===== src/rtl/uart_tx_sched.sv =====
// UART TX scheduler: arbitrates core and sID byte producers into a small TX FIFO and
// drains it as single-cycle register writes to the UART, paced by the UART busy flag.

`ifndef UART_TX_ADDR
`define UART_TX_ADDR 32'h0000_1000
`endif

module uart_tx_sched #(
    parameter int          FIFO_DEPTH = 8,
    parameter logic [31:0] TX_ADDR    = `UART_TX_ADDR,
    parameter int          BUSY_TMO   = 4
) (
    input  logic        clk,
    input  logic        rst,
    input  logic        core_req_i,
    input  logic [7:0]  core_data_i,
    output logic        core_gnt_o,
    input  logic        sid_req_i,
    input  logic        sid_lock_i,
    input  logic [7:0]  sid_data_i,
    output logic        sid_gnt_o,
    input  logic        uart_busy_i,
    output logic        uart_we_o,
    output logic [31:0] uart_waddr_o,
    output logic [31:0] uart_wdata_o,
    output logic        fifo_full_o,
    output logic        idle_o
);

    localparam int AW = $clog2(FIFO_DEPTH);
    localparam int CW = AW + 1;
    localparam int TW = $clog2(BUSY_TMO) + 1;
    localparam logic [TW-1:0] TMO_LAST = TW'(BUSY_TMO - 1);

    typedef enum logic [1:0] {
        ST_IDLE      = 2'd0,
        ST_WRITE     = 2'd1,
        ST_WAIT_RISE = 2'd2,
        ST_WAIT_FALL = 2'd3
    } state_t;

    logic [7:0]    mem_r [FIFO_DEPTH];
    logic [AW-1:0] wr_ptr_r;
    logic [AW-1:0] rd_ptr_r;
    logic [CW-1:0] count_r;
    logic          owner_sid_r;
    logic          last_sid_r;
    state_t        state_r;
    logic [TW-1:0] tmo_r;

    logic          full_s;
    logic          empty_s;
    logic          core_gnt_s;
    logic          sid_gnt_s;
    logic          push_s;
    logic          pop_s;
    logic [7:0]    push_data_s;

    assign full_s      = (count_r == CW'(FIFO_DEPTH));
    assign empty_s     = (count_r == {CW{1'b0}});
    assign push_s      = core_gnt_s | sid_gnt_s;
    assign push_data_s = sid_gnt_s ? sid_data_i : core_data_i;
    assign pop_s       = (state_r == ST_IDLE) && !empty_s && !uart_busy_i;

    // Grant decision: locked sID excludes core, otherwise round-robin on ties
    always_comb begin
        core_gnt_s = 1'b0;
        sid_gnt_s  = 1'b0;
        if (rst || full_s) begin
            core_gnt_s = 1'b0;
            sid_gnt_s  = 1'b0;
        end else if (owner_sid_r) begin
            sid_gnt_s = sid_req_i;
        end else if (core_req_i && sid_req_i) begin
            core_gnt_s = last_sid_r;
            sid_gnt_s  = ~last_sid_r;
        end else begin
            core_gnt_s = core_req_i;
            sid_gnt_s  = sid_req_i;
        end
    end

    // Ownership and round-robin history; last_sid_r starts set so core wins the first tie
    always_ff @(posedge clk) begin
        if (rst) begin
            owner_sid_r <= 1'b0;
            last_sid_r  <= 1'b1;
        end else begin
            if (!sid_lock_i) begin
                owner_sid_r <= 1'b0;
            end else if (sid_gnt_s) begin
                owner_sid_r <= 1'b1;
            end else begin
                owner_sid_r <= owner_sid_r;
            end
            if (push_s) begin
                last_sid_r <= sid_gnt_s;
            end else begin
                last_sid_r <= last_sid_r;
            end
        end
    end

    // TX FIFO storage, pointers and occupancy
    always_ff @(posedge clk) begin
        if (rst) begin
            wr_ptr_r <= {AW{1'b0}};
            rd_ptr_r <= {AW{1'b0}};
            count_r  <= {CW{1'b0}};
            for (int i = 0; i < FIFO_DEPTH; i++) begin
                mem_r[i] <= 8'h00;
            end
        end else begin
            if (push_s) begin
                mem_r[wr_ptr_r] <= push_data_s;
                wr_ptr_r        <= wr_ptr_r + AW'(1);
            end
            if (pop_s) begin
                rd_ptr_r <= rd_ptr_r + AW'(1);
            end
            case ({push_s, pop_s})
                2'b10:   count_r <= count_r + CW'(1);
                2'b01:   count_r <= count_r - CW'(1);
                default: count_r <= count_r;
            endcase
        end
    end

    // Drain FSM; the write bus registers double as the popped byte holder
    always_ff @(posedge clk) begin
        if (rst) begin
            state_r      <= ST_IDLE;
            tmo_r        <= {TW{1'b0}};
            uart_we_o    <= 1'b0;
            uart_waddr_o <= 32'h0000_0000;
            uart_wdata_o <= 32'h0000_0000;
        end else begin
            case (state_r)
                ST_IDLE: begin
                    if (pop_s) begin
                        state_r      <= ST_WRITE;
                        uart_we_o    <= 1'b1;
                        uart_waddr_o <= TX_ADDR;
                        uart_wdata_o <= {24'h00_0000, mem_r[rd_ptr_r]};
                    end
                end
                ST_WRITE: begin
                    state_r      <= ST_WAIT_RISE;
                    tmo_r        <= {TW{1'b0}};
                    uart_we_o    <= 1'b0;
                    uart_waddr_o <= 32'h0000_0000;
                    uart_wdata_o <= 32'h0000_0000;
                end
                ST_WAIT_RISE: begin
                    // A missing busy pulse means the write was lost or already done; no retry
                    if (uart_busy_i) begin
                        state_r <= ST_WAIT_FALL;
                    end else if (tmo_r == TMO_LAST) begin
                        state_r <= ST_IDLE;
                    end else begin
                        tmo_r <= tmo_r + TW'(1);
                    end
                end
                ST_WAIT_FALL: begin
                    if (!uart_busy_i) begin
                        state_r <= ST_IDLE;
                    end
                end
                default: begin
                    state_r      <= ST_IDLE;
                    uart_we_o    <= 1'b0;
                    uart_waddr_o <= 32'h0000_0000;
                    uart_wdata_o <= 32'h0000_0000;
                end
            endcase
        end
    end

    assign core_gnt_o  = core_gnt_s;
    assign sid_gnt_o   = sid_gnt_s;
    assign fifo_full_o = full_s;
    assign idle_o      = empty_s && (state_r == ST_IDLE);

endmodule


===== config.mk =====
export PLATFORM = sky130hd
export DESIGN_NAME = uart_tx_sched
export DESIGN_NICKNAME = d
export VERILOG_FILES = /design/src/rtl/uart_tx_sched.sv
export SDC_FILE = /design/constraint.sdc
export NUM_CORES = 1
export LEC_CHECK = 0
export CAP_MARGIN = 20
export CELL_PAD_IN_SITES_DETAIL_PLACEMENT = 0
export CELL_PAD_IN_SITES_GLOBAL_PLACEMENT = 1
export CORE_ASPECT_RATIO = 1.4
export CORE_MARGIN = 10
export CORE_UTILIZATION = 41
export DETAILED_ROUTE_END_ITERATION = 6
export HOLD_SLACK_MARGIN = 0.02
export PLACE_DENSITY = 0.89
export RECOVER_POWER = 50
export SLEW_MARGIN = 20
export SYNTH_ARGS = -nofsm -noshare
export SYNTH_HDL_FRONTEND = slang
export SYNTH_SLANG_ARGS = --single-unit

===== constraint.sdc =====
create_clock -name clk -period 3.2 [get_ports clk]
set_input_delay 0.96 -clock clk [delete_from_list [all_inputs] [get_ports clk]]
set_output_delay 0.96 -clock clk [all_outputs]
set_load 0.005 [all_outputs]

# == Word level (Yosys, flattened, before mapping) ==
# Memory sizes are Yosys's and may differ from the RTL's. A register that Yosys moved wholly into a read port is not among the register bits.
# Cells that the tools add are included.
# totals
ff_bits,82
latchBits,0
ramBits,64
rom_bits,0
output_inout_bits,69
memories,1
# op_classes
n_addsub,5
multipliers,0
n_div,0
n_lt_le_gt_ge,0
eq_ne,12
shifts,0
muxes,32
bitwise,3
reduce_logical,17
# memory_table
name,words,width,read_ports,rd_ports_with_merged_regs,write_ports,line_no,text
mem_r,8,8,1,1,8,42,logic [7:0] mem_r [FIFO_DEPTH];
# ops
op,n
$pmux 32 s2,2
$mux 32,2
$mux 8,2
$mux 3,5
$mux 1,13
$add 3x1->3 const B,3
$mux 2,4
$ne 2x2->1 const B,4
$pmux 2 s4,1
$pmux 4 s2,1
$reduce_or 8->1,1
$eq 2x2->1 const B,3
$pmux 3 s2,1
$reduce_and 3->1,2
$reduce_bool 2->1,3
$add 4x1->4 const B,1
$eq 2x1->1 const B,2
$eq 4x4->1 const B,1
$logic_and 1x1->1,4
$logic_not 4->1,1
$sub 4x1->4 const B,1
$eq 3x2->1 const B,1
$ne 3x3->1 const B,1
$logic_not 1->1,2
7 further kinds,8

# == Depth between registers and ports, before layout ==
# Gate-level depths: netlist (run 1).
# depth
word_depth,10
mapped_depth,11
mapped_depth_nobuf,10

# == Worst setup path before layout (run 1) ==
# No wires, ideal clock.
# synth_timing
kind,input to register
from,in rst
to,reg count_r[3]
setup_time_ns,0.072
arrival_ns,2.935
setup_slack_ns,0.193
stages,9
path_buffers,1
cell_sequence,clkbuf_1 > a211oi_4 > inv_1 > ha_1 > ha_1 > a21oi_1 > a21oi_1 > or4_1 > a21oi_1
# synth_between
elab_chain_len,5
elab_cells_between_ends,8
classes_between,eq/ne: 2; mux: 3; bitwise: 1; reduce/logical: 2
# synth_lines
element,line_no,text
start: declaration,14,"input logic rst,"
$logic_or 1x1->1,69,if (rst || full_s) begin
$mux 1,69,
$or 1x1->1,61,assign push_s = core_gnt_s | sid_gnt_s;
$eq 2x1->1 or $eq 2x2->1 (tied branches),121,"case ({push_s, pop_s})"
$pmux 4 s2 or $reduce_bool 2->1 (tied branches),n/a,
end signal: assignment,122,2'b10: count_r <= count_r + CW'(1);
end signal: assignment,123,2'b01: count_r <= count_r - CW'(1);
end signal: assignment,124,default: count_r <= count_r;
end: declaration,45,logic [CW-1:0] count_r;
# Several ways; a longest one is shown, not always the timed one.
# A chain may end at the register's enable or synchronous reset.

# == Final worst setup path (run 1) ==
# layout_timing
from,in core_req_i
to,out core_gnt_o
# layout_between
elab_chain_len,4
# layout_lines
element,line_no,text
start: declaration,15,"input logic core_req_i,"
$logic_and 1x1->1,74,end else if (core_req_i && sid_req_i) begin
$mux 1 *,74,
$mux 1 *,72,end else if (owner_sid_r) begin
$mux 1 *,69,
end: declaration,17,"output logic core_gnt_o,"
# Every way passes the cells marked *; elsewhere a longest branch is shown, timed or not.

==> run metrics, run 1 <==
share of total power in combinational logic=0.252; endpoints failing setup=0; worst setup margin=0.104 ns; total CTS buffers=9; EDFF count, synth=64; power share of the clock group=0.308; Slew HR=0.495; Starting Density=0.419; top-level I/O count=91; Max Slew Vio Count=0; Root Buffer=clkbuf_16; first-pass GRT wire length=14.7 mm; Yosys reg bits=93; Clk pin slew, worst setup/hold paths=0.06 ns; setup total negative slack=0 ns; routing usage on met2=0.225; Core Region=10800 sq um; WP data required=2.24 ns; layout cell share with drive strength beyond 1=0.144; Max Cap Violations=0; Cells after Synth=377; final WL=9.50 mm; Via density=4.84; clk_lat worst skew=0.34 ns; M1 GR Usage=0.127; Avg Cell Area, Syn=12.0 sq um; HP Class=flip-flop to flip-flop; Place WS=-0.335 ns; detailed placer's ending HPWL=7.16 mm; multi-input logic area=1730 sq um; antenna violations before repair=0; die width=109 microns; Internal Power=0.00248 W; Layout Skew=0.00454 ns; critical-path cell list=clkdlybuf4s50_1, nand2b_1, a2111oi_2, buf_4, dlygate4sd2_1; Crit-path slowest cell=clkdlybuf4s50_1; RSZ-0062 raised after global routing=no; highest cell delay on the worst timing path=0.48 ns; Diodes inserted=0; Sw Share=0.279; CTS H-tree depth=3; Die Area=15700 sq um; vias in the first global route=2926; Critical Path Fanout Max=2; VDD IR max=0.000321 V; met3 Usage GRT=0.0281; cts hold-fix bufs=0; CTS tree=built; sequential cell area=2500 sq um; nets=461; Layout area overhead=15.7%; Least-Margin Pin Slew=0.756 ns; Main synth FF type=edfxtp_1; total power=0.00344 W; RD Place Congestion=0.788; PortBufs=35; vias=2793; Cell Pwr Density=657 nW/um^2; GR peak layer=met2; Fmax=0.323 GHz; Leak Pwr=2.01 nW; gr usage total=0.124; hold path depth=2; fill count=998; Die Height=144 microns; Post-Syn Area=4530 sq um; buffer depth of the longest clock path=2; period utilization=0.968; Final ANT Viol Nets=0; minimum clock period=3.10 ns; final hold vios=0; GR Overflow Total=0; largest net degree at the start of global routing=21; Reg power frac=0.440; synth warn=0; synth unique cells=42; TritonCTS Sinks=93; Hold WS=0.484 ns; post-synthesis sequential area ratio=0.552; TritonRoute pass-1 iters=4; NetSw=0.000962 W; DRC=0; crit path DAT=2.14 ns; status=completed; Row Count=45; R2R cell count=8; Iter 0 DRT Violations=146; Critical Path Source Type=input pin; Finished Core Util=0.485; post-DR wirelength/cell=16.5 microns; Synth async-reset ratio=0; Crit. End Element=output port; crit path kind=input pin to output port
==> repair_timing <==
action	4_1_cts	5_1_grt
setup buffers	1	0
pin swaps	1	0
setup endpoints to repair	2	1
gates resized for setup	6	4
==> logic make-up (layout without fill, tap and decap cells) <==
logic type / after synthesis / count (layout) / share of synthesized area
other: 1 / 55 / 0.000828
AND/OR/NAND/NOR: 128 / 128 / 0.125
flip-flops: 93 / 93 / 0.552
adder cells (fa/ha/maj): 8 / 8 / 0.0237
multiplexers: 37 / 37 / 0.133
XOR/XNOR: 5 / 5 / 0.00967
AO/OA/AOI/OAI: 24 / 24 / 0.0373
buffers and inverters: 81 / 86 / 0.118
==> placed cells by master, fill, tap and decap left out, types with 2 or more instances in the layout <==
| cell | netlist | routed |
|---|---|---|
| a2111oi_2 | 1 | 2 |
| a21oi_1 | 9 | 7 |
| a21oi_2 | 0 | 2 |
| buf_4 | 56 | 12 |
| clkbuf_1 | 6 | 13 |
| clkbuf_16 | 0 | 10 |
| clkbuf_8 | 0 | 3 |
| clkdlybuf4s50_1 | 0 | 21 |
| conb_1 | 1 | 55 |
| dfxtp_1 | 29 | 29 |
| dlygate4sd2_1 | 0 | 3 |
| dlygate4sd3_1 | 0 | 11 |
| edfxtp_1 | 64 | 64 |
| ha_1 | 7 | 5 |
| inv_1 | 10 | 10 |
| mux2i_1 | 11 | 11 |
| mux2i_2 | 8 | 8 |
| mux4_2 | 16 | 16 |
| nand2_1 | 18 | 18 |
| nand2b_1 | 2 | 2 |
| nand3_1 | 14 | 14 |
| nand3b_1 | 2 | 2 |
| nor2_1 | 80 | 80 |
| nor2b_1 | 2 | 2 |
| nor3_1 | 2 | 2 |
| o22ai_1 | 8 | 8 |
| or4_4 | 1 | 2 |
| xnor2_1 | 2 | 2 |
| xor2_1 | 3 | 3 |
==> flip-flops by register name (all words and copies together), names as in the netlist, named ones only <==
| signal | flops |
|---|---|
| tmo_r | 3 |
| uart_wdata_o | 8 |
| mem_r | 64 |
| count_r | 4 |
| rd_ptr_r | 3 |
| last_sid_r | 1 |
| state_r | 2 |
| wr_ptr_r | 3 |
| uart_we_o | 1 |
| owner_sid_r | 1 |
==> power groups by stage <==
stage	clock, W	sequential, W	combinational, W
2_1_floorplan	0	0.00151	0.000634
3_3_place_gp	0	0.00153	0.000857
3_5_place_dp	0	0.00154	0.000883
4_1_cts	0.00107	0.00151	0.000893
5_1_grt	0.00112	0.00153	0.000955
6_report	0.00106	0.00151	0.000868
==> critical path: cells and delay by family <==
kind / cells / cell delay, ns
buf+inv: 3 / 0.87
compound gates: 1 / 0.21
simple gates: 1 / 0.09
==> cells in the mapped netlist, types with 3 or more instances <==
library cell	count	area share
nor2_1	80	0.066
edfxtp_1	64	0.42
buf_4	56	0.093
dfxtp_1	29	0.13
nand2_1	18	0.015
mux4_2	16	0.080
nand3_1	14	0.015
mux2i_1	11	0.024
inv_1	10	0.0083
a21oi_1	9	0.0099
mux2i_2	8	0.024
o22ai_1	8	0.011
ha_1	7	0.019
clkbuf_1	6	0.0050
buf_1	3	0.0025
buf_2	3	0.0033
xor2_1	3	0.0058
==> routing by layer <==
metal	routed length [microns]	up-vias
met2	5170	111
li1	-	1324
met5	0	-
met1	3360	1346
met4	252	0
met3	720	12
==> metrics by stage <==
step	cell area (sq um)	instances
floorplan	4730	431
global placement	4940	560
detailed placement	4940	560
CTS	5260	577
global route	5240	577
finish	5240	577
==> final timing paths <==
kind / from / end / slack (ns)
min: uart_wdata_o[7]$_SDFFE_PP0P_ / uart_wdata_o[7]$_SDFFE_PP0P_ / 0.48
max reg2reg: count_r[0]$_SDFFE_PP0P_ / count_r[3]$_SDFFE_PP0P_ / 0.64
max: core_req_i / core_gnt_o / 0.10
min reg2reg: uart_wdata_o[7]$_SDFFE_PP0P_ / uart_wdata_o[7]$_SDFFE_PP0P_ / 0.48
==> cell type report <==
cell class	instances	area share
clock inverter	2	0.00215
inverter	10	0.00716
sequential	93	0.477
clock buffer	14	0.0563
tap	141	0.0337
timing repair buffer	60	0.0933
multi-input combinational	257	0.330
Power figures use the tool's default switching activity.
==> run 2, diff against run 1 <==
- PLACE_DENSITY: 0.89 -> 0.79
==> run 2 against run 1 <==
Fmax is 0.66% higher. Core utilization is 0.21 points lower. Clock power is 7% lower. Die area stayed put. Global-route usage hardly changed. Hold slack better by 0.0074 ns. Sequential cell count stayed put. Register-to-register slack worse by 0.04 ns. Total power is 2.5% lower. Combinational power is 0.6% lower. Critical path type unchanged.
==> run metrics, run 2 (synthesis gave the netlist of run 1 again) <==
max reg flops=64 (unchanged); R2R cell count=8 (unchanged); RD Place Congestion=0.817 (+3.7%); crit path DAT=2.12 ns (-0.02 ns); Crit-path slowest cell=clkdlybuf4s50_1; HP Class=flip-flop to flip-flop; Critical Path Source Type=input pin; multi-input logic area=1710 sq um (-0.94%); Root Buffer=clkbuf_16; top-level I/O count=91 (unchanged); final hold vios=0 (unchanged); Layout Skew=0.00938 ns (+0.00485 ns); Crit. Startpoint=rst; fill count=1011 (+1.3%); WP data required=2.24 ns (about the same); Critical Path Fanout Max=4 (+2); placed inst area=4970 sq um (+0.46%); Cell Pwr Density=644 nW/um^2 (-2.0%); detailed placer's ending HPWL=7.14 mm (-0.22%); most common cell after layout, fill and taps aside=nor2_1; RSZ-0062 raised after global routing=no; buffer depth of the longest clock path=2 (unchanged); worst setup margin=0.124 ns (+0.0203 ns); total power=0.00336 W (-2.5%); cts hold-fix bufs=0 (unchanged); sequential cell area=2500 sq um (unchanged); Iter 0 DRT Violations=99 (-32%); die width=109 microns (unchanged); commonest non-fill, non-tap cells in the layout=nor2_1, edfxtp_1, conb_1; vias in the first global route=2952 (+0.89%); Leak Pwr=2.01 nW (-0.27%); Final ANT Viol Nets=0 (unchanged); post-DR wirelength/cell=16.3 microns (-0.78%); Die Height=144 microns (unchanged); first-pass GRT wire length=14.8 mm (+0.47%); VDD IR max=0.000267 V (-17%); highest cell delay on the worst timing path=0.52 ns (+0.04 ns); TritonCTS Sinks=93 (unchanged); Die Area=15700 sq um (unchanged); CTS H-tree depth=3 (unchanged); Starting Density=0.419 (unchanged); Core Region=10800 sq um (unchanged); DRC=0 (unchanged); Row Count=45 (unchanged); clk_lat worst skew=0.34 ns (about the same); nets=465 (+0.87%); reg2reg setup slack=0.60 ns (-0.04 ns); TritonRoute pass-1 iters=4 (unchanged); Reg with most FFs=mem_r; CP dominant cell by count=inv_1; Slew HR=0.496 (about the same); Place WS=-0.373 ns (-0.0373 ns); CP endpoint=sid_gnt_o; Regs by FF count=mem_r (64), uart_wdata_o (8), count_r (4); Finished Core Util=0.483 (-0.00208); layout cell share with drive strength beyond 1=0.136 (-0.00813); Clk pin slew, worst setup/hold paths=0.06 ns (about the same); final instance area=5220 sq um (-0.43%); R2R Path Start=count_r[0]$_SDFFE_PP0P_; final WL=9.50 mm (about the same); GR Overflow Total=0 (unchanged); largest net degree at the start of global routing=21 (unchanged); gr usage total=0.123 (-0.000293); status=completed; critical-path cell list=dlygate4sd2_1, inv_1, nand4b_1, inv_1, clkdlybuf4s50_1; Max Cap Violations=0 (unchanged); total CTS buffers=9 (unchanged); PortBufs=35 (unchanged); endpoints failing setup=0 (unchanged); R2R Path End=count_r[3]$_SDFFE_PP0P_; vias=2797 (+0.14%); Least-Margin Pin Slew=0.755 ns (-0.000739 ns); Diodes inserted=0 (unchanged); crit path kind=input pin to output port; Crit. End Element=output port; Max Slew Vio Count=0 (unchanged); setup total negative slack=0 ns (unchanged); period utilization=0.961 (-0.00634); minimum clock period=3.08 ns (-0.0203 ns); CTS tree=built; Layout area overhead=15.2%; antenna violations before repair=0 (unchanged); Fmax=0.325 GHz (+0.66%); Via density=4.81 (-0.55%)
## run 2: power by group
group / switching, W / internal (W) / total, W
combinational: 0.000436 / 0.000428 / 0.000863
clock: 0.000411 / 0.000572 / 0.000984
sequential: 0.0000922 / 0.00142 / 0.00151
## run 2: how the worst min path moves through the flow
| stage | from | end | cells past startpoint |
|---|---|---|---|
| finish | tmo_r[1]$_SDFFE_PP0P_ | tmo_r[1]$_SDFFE_PP0P_ | 2 |
| global route | uart_wdata_o[2]$_SDFFE_PP0P_ | uart_wdata_o[2]$_SDFFE_PP0P_ | 2 |
| CTS | tmo_r[1]$_SDFFE_PP0P_ | tmo_r[1]$_SDFFE_PP0P_ | 2 |
| detailed placement | tmo_r[1]$_SDFFE_PP0P_ | tmo_r[1]$_SDFFE_PP0P_ | 2 |
| global placement | tmo_r[1]$_SDFFE_PP0P_ | tmo_r[1]$_SDFFE_PP0P_ | 2 |
| floorplan | tmo_r[1]$_SDFFE_PP0P_ | tmo_r[1]$_SDFFE_PP0P_ | 2 |
## run 2: area by class of cell
cell class,count,area share
Clock buffer,14,0.0508
Sequential cell,93,0.480
Inverter,10,0.00719
Multi-Input combinational cell,257,0.328
Clock inverter,2,0.00192
Timing Repair Buffer,64,0.0985
Tap cell,141,0.0338
## run 2: metal layers
layer	GRT usage	share of wire	up-vias
met4	0.0626	0.028	0
met5	0	0	-
met1	0.122	0.35	1360
li1	-	-	1332
met2	0.232	0.56	87
met3	0.0267	0.059	18
## run 2: repair_timing
action                                  CTS  global route
endpoints found under the setup margin    3             1
pin swaps                                 1             0
gates resized for setup                   7             2
setup buffers                             2             0
## run 2: worst max-delay path: cells and delay by family
kind | cells | cell delay [ns]
buf+inv | 4 | 1.01
simple gates | 1 | 0.14
## run 2: metrics by stage
| step | hold slack, ns | std cells |
|---|---|---|
| after global routing | 0.513 | 581 |
| after detailed placement | 0.485 | 563 |
| after global placement | 0.473 | 563 |
| after floorplan | 0.466 | 431 |
| after CTS | 0.496 | 581 |
| final | 0.492 | 581 |
==> run 3, diff against run 2 <==
- CTS_CLUSTER_DIAMETER: default -> 50
==> results of run 3 <==
Final layout, timing and power as in run 2 (identical DEF).
